File: config.mk
export PLATFORM = sky130hd
export DESIGN_NAME = unidad_mul_div_flat
export DESIGN_NICKNAME = d
export VERILOG_FILES = /design/src/rtl/unidad_mul_div_if.sv /design/src/rtl/unidad_mul_div.sv /design/src/flat_wrapper.sv
export SDC_FILE = /design/constraint.sdc
export NUM_CORES = 1
export LEC_CHECK = 0
export ABC_AREA = 1
export BUFFER_PORTS_ARGS = -buffer_cell sky130_fd_sc_hd__buf_2
export CAP_MARGIN = 20
export CELL_PAD_IN_SITES_DETAIL_PLACEMENT = 0
export CELL_PAD_IN_SITES_GLOBAL_PLACEMENT = 2
export CORE_MARGIN = 2
export CORE_UTILIZATION = 36
export DETAILED_ROUTE_END_ITERATION = 7
export PLACE_DENSITY = 0.88
export SLEW_MARGIN = 20
export SYNTH_ARGS = -nofsm -noshare
export SYNTH_HDL_FRONTEND = slang
export SYNTH_SLANG_ARGS = --single-unit
File: constraint.sdc
create_clock -name CLK -period 4.7 [get_ports CLK]
set_input_delay 1.41 -clock CLK [delete_from_list [all_inputs] [get_ports CLK]]
set_output_delay 1.41 -clock CLK [all_outputs]
set_load 0.005 [all_outputs]
File: src/rtl/unidad_mul_div_if.sv
// Request/response bundle between the register bank and the mul/div unit.
interface unidad_mul_div_if;
    logic        start;
    logic [2:0]  funct3;
    logic [31:0] op_a;
    logic [31:0] op_b;
    logic [4:0]  rd_in;
    logic        busy;
    logic        done;
    logic [31:0] result;
    logic [4:0]  rd_out;
    logic        wre_out;

    modport master (
        output start, funct3, op_a, op_b, rd_in,
        input  busy, done, result, rd_out, wre_out
    );

    modport slave (
        input  start, funct3, op_a, op_b, rd_in,
        output busy, done, result, rd_out, wre_out
    );
endinterface

File: src/rtl/unidad_mul_div.sv
// Iterative RV32M multiply/divide unit: 32-cycle shift-add multiply or
// restoring divide on operand magnitudes, then a sign-fix cycle, then a
// one-cycle done/write pulse towards the register bank.
module unidad_mul_div (
    input  logic              CLK,
    input  logic              Reset_n,
    unidad_mul_div_if.slave   bus
);
    typedef enum logic [1:0] {IDLE, CALC, SIGN, DONE} state_t;

    state_t      state_q, state_d;
    logic [2:0]  f3_q, f3_d;
    logic [4:0]  rd_q, rd_d;
    logic [4:0]  cnt_q, cnt_d;
    logic [63:0] acc_q, acc_d;
    logic [31:0] opa_mag_q, opa_mag_d;
    logic [31:0] opb_mag_q, opb_mag_d;
    logic [31:0] rem_q, rem_d;
    logic        neg_q, neg_d;
    logic        rem_neg_q, rem_neg_d;
    logic        busy_q, busy_d;
    logic        done_q, done_d;
    logic        wre_q, wre_d;
    logic [31:0] result_q, result_d;

    logic        a_signed, b_signed, a_neg, b_neg;
    logic [31:0] a_mag, b_mag;
    logic [32:0] mul_sum;
    logic [32:0] trial;
    logic [31:0] trial_sub;
    logic        q_bit;
    logic [63:0] prod_fix;
    logic [31:0] quo_fix, rem_fix;

    assign bus.busy    = busy_q;
    assign bus.done    = done_q;
    assign bus.wre_out = wre_q;
    assign bus.result  = result_q;
    assign bus.rd_out  = rd_q;

    // Next-state, datapath iteration and registered-output computation
    always_comb begin
        state_d   = state_q;
        f3_d      = f3_q;
        rd_d      = rd_q;
        cnt_d     = cnt_q;
        acc_d     = acc_q;
        opa_mag_d = opa_mag_q;
        opb_mag_d = opb_mag_q;
        rem_d     = rem_q;
        neg_d     = neg_q;
        rem_neg_d = rem_neg_q;
        result_d  = result_q;
        done_d    = 1'b0;
        wre_d     = 1'b0;

        a_signed  = (bus.funct3 == 3'b000) || (bus.funct3 == 3'b001) || (bus.funct3 == 3'b010) ||
                    (bus.funct3 == 3'b100) || (bus.funct3 == 3'b110);
        b_signed  = (bus.funct3 == 3'b000) || (bus.funct3 == 3'b001) ||
                    (bus.funct3 == 3'b100) || (bus.funct3 == 3'b110);
        a_neg     = a_signed && bus.op_a[31];
        b_neg     = b_signed && bus.op_b[31];
        a_mag     = a_neg ? (~bus.op_a + 32'd1) : bus.op_a;
        b_mag     = b_neg ? (~bus.op_b + 32'd1) : bus.op_b;

        mul_sum   = {1'b0, acc_q[63:32]} + (opb_mag_q[0] ? {1'b0, opa_mag_q} : '0);
        // Shifted partial remainder with the next dividend bit appended
        trial     = {rem_q, acc_q[31]};
        trial_sub = trial[31:0] - opb_mag_q;
        q_bit     = (trial >= {1'b0, opb_mag_q});

        prod_fix  = neg_q ? (~acc_q + 64'd1) : acc_q;
        quo_fix   = neg_q ? (~acc_q[31:0] + 32'd1) : acc_q[31:0];
        rem_fix   = rem_neg_q ? (~rem_q + 32'd1) : rem_q;

        case (state_q)
            IDLE: begin
                if (bus.start) begin
                    f3_d      = bus.funct3;
                    rd_d      = bus.rd_in;
                    cnt_d     = '0;
                    rem_d     = '0;
                    neg_d     = a_neg ^ b_neg;
                    rem_neg_d = a_neg;
                    opa_mag_d = a_mag;
                    opb_mag_d = b_mag;
                    acc_d     = bus.funct3[2] ? {32'd0, a_mag} : '0;
                    if (bus.funct3[2] && (bus.op_b == '0)) begin
                        result_d = bus.funct3[1] ? bus.op_a : '1;
                        done_d   = 1'b1;
                        wre_d    = (bus.rd_in != '0);
                        state_d  = DONE;
                    end else if (bus.funct3[2] && !bus.funct3[0] &&
                                 (bus.op_a == 32'h8000_0000) && (bus.op_b == '1)) begin
                        result_d = bus.funct3[1] ? 32'd0 : 32'h8000_0000;
                        done_d   = 1'b1;
                        wre_d    = (bus.rd_in != '0);
                        state_d  = DONE;
                    end else begin
                        state_d  = CALC;
                    end
                end
            end
            CALC: begin
                if (!f3_q[2]) begin
                    acc_d     = {mul_sum, acc_q[31:1]};
                    opb_mag_d = opb_mag_q >> 1;
                end else begin
                    rem_d = q_bit ? trial_sub : trial[31:0];
                    acc_d = {acc_q[63:32], acc_q[30:0], q_bit};
                end
                cnt_d = cnt_q + 5'd1;
                if (cnt_q == 5'd31) begin
                    state_d = SIGN;
                end
            end
            SIGN: begin
                case (f3_q)
                    3'b000:                 result_d = prod_fix[31:0];
                    3'b001, 3'b010, 3'b011: result_d = prod_fix[63:32];
                    3'b100, 3'b101:         result_d = quo_fix;
                    default:                result_d = rem_fix;
                endcase
                done_d  = 1'b1;
                wre_d   = (rd_q != '0);
                state_d = DONE;
            end
            default: begin
                state_d = IDLE;
            end
        endcase

        busy_d = (state_d != IDLE);
    end

    // State and output registers with synchronous active-low reset
    always_ff @(posedge CLK) begin
        if (!Reset_n) begin
            state_q   <= IDLE;
            f3_q      <= '0;
            rd_q      <= '0;
            cnt_q     <= '0;
            acc_q     <= '0;
            opa_mag_q <= '0;
            opb_mag_q <= '0;
            rem_q     <= '0;
            neg_q     <= 1'b0;
            rem_neg_q <= 1'b0;
            busy_q    <= 1'b0;
            done_q    <= 1'b0;
            wre_q     <= 1'b0;
            result_q  <= '0;
        end else begin
            state_q   <= state_d;
            f3_q      <= f3_d;
            rd_q      <= rd_d;
            cnt_q     <= cnt_d;
            acc_q     <= acc_d;
            opa_mag_q <= opa_mag_d;
            opb_mag_q <= opb_mag_d;
            rem_q     <= rem_d;
            neg_q     <= neg_d;
            rem_neg_q <= rem_neg_d;
            busy_q    <= busy_d;
            done_q    <= done_d;
            wre_q     <= wre_d;
            result_q  <= result_d;
        end
    end
endmodule

File: src/flat_wrapper.sv
// flat-port wrapper written by rule: the top's interface ports become plain ports
module unidad_mul_div_flat 
  (CLK, Reset_n, bus_start, bus_funct3, bus_op_a, bus_op_b, bus_rd_in, bus_busy, bus_done, bus_result, bus_rd_out, bus_wre_out);
  unidad_mul_div_if bus_i ();
  input  logic CLK;
  input  logic Reset_n;
  input wire logic [$bits(bus_i.start)-1:0] bus_start;
  input wire logic [$bits(bus_i.funct3)-1:0] bus_funct3;
  input wire logic [$bits(bus_i.op_a)-1:0] bus_op_a;
  input wire logic [$bits(bus_i.op_b)-1:0] bus_op_b;
  input wire logic [$bits(bus_i.rd_in)-1:0] bus_rd_in;
  output wire logic [$bits(bus_i.busy)-1:0] bus_busy;
  output wire logic [$bits(bus_i.done)-1:0] bus_done;
  output wire logic [$bits(bus_i.result)-1:0] bus_result;
  output wire logic [$bits(bus_i.rd_out)-1:0] bus_rd_out;
  output wire logic [$bits(bus_i.wre_out)-1:0] bus_wre_out;
  assign bus_i.start = bus_start;
  assign bus_i.funct3 = bus_funct3;
  assign bus_i.op_a = bus_op_a;
  assign bus_i.op_b = bus_op_b;
  assign bus_i.rd_in = bus_rd_in;
  assign bus_busy = bus_i.busy;
  assign bus_done = bus_i.done;
  assign bus_result = bus_i.result;
  assign bus_rd_out = bus_i.rd_out;
  assign bus_wre_out = bus_i.wre_out;
  unidad_mul_div u_core (.CLK(CLK), .Reset_n(Reset_n), .bus(bus_i));
endmodule
==> results of run 1 <==
-- through the flow --
stage	power, mW	util	cell area, µm²
floorplan	3.71	-	19500
global placement	4.60	0.382	20500
detailed placement	4.60	0.382	20500
CTS	6.74	0.399	21400
global route	7.13	0.399	21400
finish	6.79	0.399	21400
-- flip-flops by register name, summed over array words and instances (netlist names) --
name                count
u_core.acc_q           64
u_core.bus.result      32
u_core.opa_mag_q       32
u_core.opb_mag_q       32
u_core.rem_q           32
u_core.bus.rd_out       5
u_core.cnt_q            5
u_core.f3_q             3
u_core.state_q          2
u_core.bus.busy         1
u_core.bus.done         1
u_core.bus.wre_out      1
u_core.neg_q            1
u_core.rem_neg_q        1
-- cell type report --
class | instances | area (µm²)
timing repair buffer | 138 | 751
clock inverter | 8 | 86.3
fill | 6090 | 32200
sequential | 212 | 4250
inverter | 394 | 1480
clock buffer | 40 | 816
tap | 696 | 871
multi-input combinational | 2632 | 13200
-- worst max path at each step --
stage,from,endpoint,slack (ns),cells past startpoint
after floorplan,bus_op_a[0],u_core.bus.result[14],1.79,13
after global placement,bus_funct3[1],u_core.acc_q[21],0.96,11
after detailed placement,bus_funct3[1],u_core.acc_q[21],0.87,11
after CTS,bus_funct3[1],u_core.acc_q[21],1.48,11
after global routing,bus_funct3[1],u_core.acc_q[21],1.26,11
final,bus_funct3[1],u_core.acc_q[21],1.42,11
-- power by group --
group	switching, mW	total [mW]	leakage [nW]	internal [mW]
combinational	1.80	2.47	8.28	0.674
sequential	0.221	2.18	1.73	1.96
clock	0.883	2.14	0.442	1.25
total	2.90	6.79	10.5	3.89
-- metal layers --
layer  global-route usage  vias up  wire length, µm
met5                    0        -                0
met4               0.0692        0             2080
met3               0.0350      105             6690
met2                0.458      976            37300
met1                0.457    10883            42000
li1                     -    11220                -
-- Yosys cell counts (14+ instances only) --
library cell	instances
nand2_1	859
nor2_1	415
inv_1	378
nand3_1	357
a21oi_1	293
o21ai_0	228
dfxtp_1	212
clkbuf_1	71
ha_1	71
nand4_1	53
nor3_1	46
xor2_1	38
buf_2	36
a221oi_1	31
xnor2_1	26
o21ai_1	24
a21oi_2	20
nand3b_1	20
a31oi_1	17
a22oi_1	15
nor2_2	15
inv_2	14
o211ai_1	14
-- cells by family (layout without fill, tap and decap cells) --
logic type                 Yosys count  in the layout  share of synthesized area
AOI/OAI and AO/OA                  679            679                      0.195
buffers and inverters              525            580                      0.107
and+or+nand+nor                   1816           1816                      0.403
xor gates and xnor gates            64             64                     0.0288
DFF                                212            212                      0.218
adders and majority gates           73             73                     0.0477
-- worst min-delay path: stages, from the launching register on --
cell and delay, ns:
dfxtp_1 0.32, nand2_1 0.06, nand2_1 0.05
==> results_dict.tcl, run 1 <==
set metrics [dict create \
    arrival_ns 3.79 \
    grt_setup_unrepaired "no" \
    ys_ff_latch 212 \
    track_usage 0.303 \
    layout_min_cycle_time_ns 3.28 \
    min_to "u_core.bus.result[24]" \
    syn_inst 3369 \
    fin_tns_setup_ns 0 \
    critPathLaunchType "input port" \
    crit_path_max_fanout 28 \
    setup_viol_count_final 0 \
    root_buffer "clkbuf_16" \
    cts_tree "done" \
    synth.area.top_cells "dfxtp_1, nand2_1, nand3_1" \
    r2r_setup_slack_ns 1.46 \
    start_util 0.363 \
    finalHoldViolCount 0 \
    drt-initial-drc-count 2748 \
    crit_buf_inv 2 \
    antenna_left 0 \
    rr_worst_depth 13 \
    syn-cell-area_um2 19500 \
    tightest_slew_ns 0.988 \
    ir_worst_vdd_mv 0.268 \
    period_share 0.697 \
    rr_endpoint "u_core.acc_q[61]" \
    core-area_um2 53600 \
    yosys.area.top_type_share 0.218 \
    grt_pass1_wl_mm 131 \
    cts_resized 0 \
    firstDrtPassIters 6 \
    holdPathStages 2 \
    ioPinCount 115 \
    diodes 0 \
    p_per_area_nw_per_um2 317 \
    htreeDepth 1 \
    rows 85 \
    layout_common_cells "nand2_1, nor2_1, inv_1, nand3_1, a21oi_1" \
    dp.cells 4072 \
    crit_required_ns 5.21 \
    holdWs_ns 0.476 \
    skew_ns 0.0376 \
    wl_per_cell_um 21.4 \
    cts_setup_buffers 0 \
    cts.sinks 212 \
    synth_top_area_cell "dfxtp_1" \
    relSlewSlack 0.341 \
    clk_pin_slew_ns 0.06 \
    drc 0 \
    syn_to_final_growth_pct 10.0 \
    synth_edf_count 0 \
    worstReg2RegStart "u_core.opb_mag_q[0]" \
    clk_latency_ns 0.58 \
    max_freq_ghz 0.305 \
    cpPeakStageDelay_ns 0.52 \
    crit_slowest_cell "nor2_4" \
    setup_ws_ns 1.42 \
    vias_per_cell 5.63 \
    grt_overflow 0 \
    crit_chain "buf_2, nor2_1, nor2_1, nor2_4, inv_2, nor2_1, nor2_1, nand2_1, xor2_1, nand2_1, a21oi_1" \
    worstHoldStart "u_core.bus.result[24]" \
    clockBufferDepth 3 \
    synth_cell_types 56 \
    hold_buffers 0 \
    final_common_cell "nand2_1" \
    maxCapViolCount 0 \
    grt_pass1_vias 20849 \
    synth_fp_nets 3517 \
    grt_max_degree 96 \
    crit_top_cell "nor2_1" \
    status "finished clean" \
    cts-buffers-inserted 28 \
    cp-end-kind "register" \
    hp-class "reg -> reg" \
    fp.dieArea_um2 55900 \
    nets 3554 \
    gp_congestion 1.00 \
    ys_warn_count 0 \
    cp_top_family "simple AND/OR/NAND/NOR gates" \
    fp.dieW_um 236 \
    synth-seq-area-share 0.218 \
    antenna_found_initial 1 \
    dp_slack_ns 0.875 \
    syn_area_per_cell_um2 5.77 \
    layout.cells.non_filler 4120 \
    wl_mm 88.1 \
    slew_viol_final 0 \
    dpl.hpwl_mm 70.2 \
    io_buffer_count 114 \
    fp.dieH_um 236 \
    final_layout_size_suffix_gt1_frac 0.0809 \
    async_reset_ff_frac 0 \
    ys.flop_type "dfxtp_1" \
    power.static_leakage_nw 10.5 \
    vias 23184 \
    critPathKind "in -> reg" \
]
No activity file was read; power rests on OpenSTA's default activity.
==> inputs of run 2 (changes only) <==
- CORE_UTILIZATION: 36 -> 30
- PLACE_DENSITY: 0.88 -> 0.78
- clock period: 4.7 -> 3 ns (I/O delays scaled with it)
==> results_dict.tcl, run 2 (same netlist as run 1, synthesis figures left out) <==
set metrics [dict create \
    status "finished clean" \
    nFillCells 7368 \
    p_per_area_nw_per_um2 491 \
    tightest_slew_ns 1.06 \
    firstDrtPassIters 7 \
    crit_path_end "u_core.acc_q[55]" \
    rr_worst_depth 14 \
    power.static_leakage_nw 10.9 \
    layout.cells.non_filler 4369 \
    hp-class "reg -> reg" \
    largest_reg_flops 64 \
    cts_resized 0 \
    nets 3642 \
    crit_top_cell "nand2_1" \
    hold_buffers 0 \
    root_buffer "clkbuf_16" \
    diodes 0 \
    antenna_left 0 \
    fp.dieH_um 259 \
    critPathLaunchType "register" \
    final_common_cell "nand2_1" \
    dp_slack_ns 0.0618 \
    grt_pass1_vias 21189 \
    skew_ns 0.0450 \
    wl_mm 89.1 \
    rows 93 \
    fin_tns_setup_ns 0 \
    htreeDepth 1 \
    ir_worst_vdd_mv 0.416 \
    cts_setup_buffers 0 \
    total_power_mw 11.0 \
    grt_pass1_wl_mm 133 \
    syn_to_final_growth_pct 15.2 \
    track_usage 0.259 \
    period_share 0.912 \
    worstReg2RegStart "u_core.opb_mag_q[0]" \
    r2r_setup_slack_ns 0.27 \
    cp-startpoint "u_core.opb_mag_q[0]" \
    finalHoldViolCount 0 \
    crit_required_ns 3.47 \
    fp.dieW_um 259 \
    max_freq_ghz 0.366 \
    maxCapViolCount 0 \
    critPathKind "reg -> reg" \
    vias 22746 \
    drt-initial-drc-count 2324 \
    antenna_found_initial 2 \
    cts_tree "done" \
    grt_setup_unrepaired "no" \
    cpPeakStageDelay_ns 0.50 \
    relSlewSlack 0.289 \
    crit_chain "buf_12, buf_4, nand2_1, inv_1, ha_1, nand2_1, o21ai_0, a21oi_1, o21ai_0, nand2_1, nand3_1, nand2_1, nand3_1, a21oi_1" \
    setup_viol_count_final 0 \
    crit_path_max_fanout 13 \
    core-area_um2 64200 \
    grt_max_degree 108 \
    arrival_ns 3.21 \
    cts.sinks 212 \
    setup_ws_ns 0.265 \
    gp_congestion 0.956 \
    wl_per_cell_um 20.4 \
    rr_endpoint "u_core.acc_q[55]" \
    regMostFlops "u_core.acc_q" \
    final_layout_size_suffix_gt1_frac 0.105 \
    start_util 0.303 \
    dpl.hpwl_mm 72.4 \
    grt_overflow 0 \
    cp-end-kind "register" \
    ioPinCount 115 \
    io_buffer_count 114 \
    slew_viol_final 0 \
    drc 0 \
    clk_latency_ns 0.60 \
    clk_pin_slew_ns 0.06 \
    fp.dieArea_um2 66900 \
    layout_common_cells "nand2_1, nor2_1, inv_1, nand3_1, a21oi_1" \
    dp.cells 4319 \
    cts-buffers-inserted 28 \
    crit_slowest_cell "o21ai_0" \
    layout_min_cycle_time_ns 2.73 \
    vias_per_cell 5.21 \
    clockBufferDepth 3 \
]
## run 2: power by group
part | internal, mW | total (mW) | switching [mW]
logic | 1.20 | 4.04 | 2.84
registers | 3.07 | 3.39 | 0.327
clock network | 2.14 | 3.58 | 1.44
## run 2: how the worst min path moves through the flow
stage | start | cells after the start | end
2_1_floorplan | u_core.cnt_q[3] | 2 | u_core.cnt_q[3]
3_3_place_gp | u_core.bus.result[28] | 2 | u_core.bus.result[28]
3_5_place_dp | u_core.bus.result[28] | 2 | u_core.bus.result[28]
4_1_cts | u_core.bus.result[28] | 2 | u_core.bus.result[28]
5_1_grt | u_core.bus.result[28] | 2 | u_core.bus.result[28]
6_report | u_core.bus.result[28] | 2 | u_core.bus.result[28]
## run 2: through the flow
stage               hold WS, ns  area, µm²   util
finish                    0.458      22400  0.349
global route              0.497      22400  0.349
CTS                       0.458      22400  0.349
detailed placement        0.440      21400  0.334
global placement          0.436      21400  0.334
floorplan                 0.443      19500      -
## run 2: final cells by class
cell class / instances / area [µm²] / share of cell area
clock buffer: 34 / 753 / 0.0336
clock inverter: 16 / 213 / 0.00949
inverter: 394 / 1480 / 0.0660
multi-input combinational: 2632 / 13200 / 0.587
sequential: 212 / 4250 / 0.189
tap: 855 / 1070 / 0.0477
timing repair buffer: 226 / 1500 / 0.0670
## run 2: routing by layer
metal | vias to the layer above | GRT usage | part of all wire | wire [µm]
li1 | 11409 | - | - | -
met1 | 10503 | 0.380 | 0.48 | 42900
met2 | 726 | 0.393 | 0.42 | 37800
met3 | 104 | 0.0412 | 0.068 | 6090
met4 | 4 | 0.0658 | 0.026 | 2310
met5 | - | 0 | 0.00029 | 26
## run 2: worst max-delay path: cells and delay by family (launching register included)
| family | cells | cell delay, ns |
|---|---|---|
| AND/OR/NAND/NOR | 6 | 0.66 |
| adder cells (fa/ha/maj) | 1 | 0.34 |
| flip-flops | 1 | 0.33 |
| buffers and inverters | 3 | 0.38 |
| AO/OA/AOI/OAI | 4 | 0.95 |
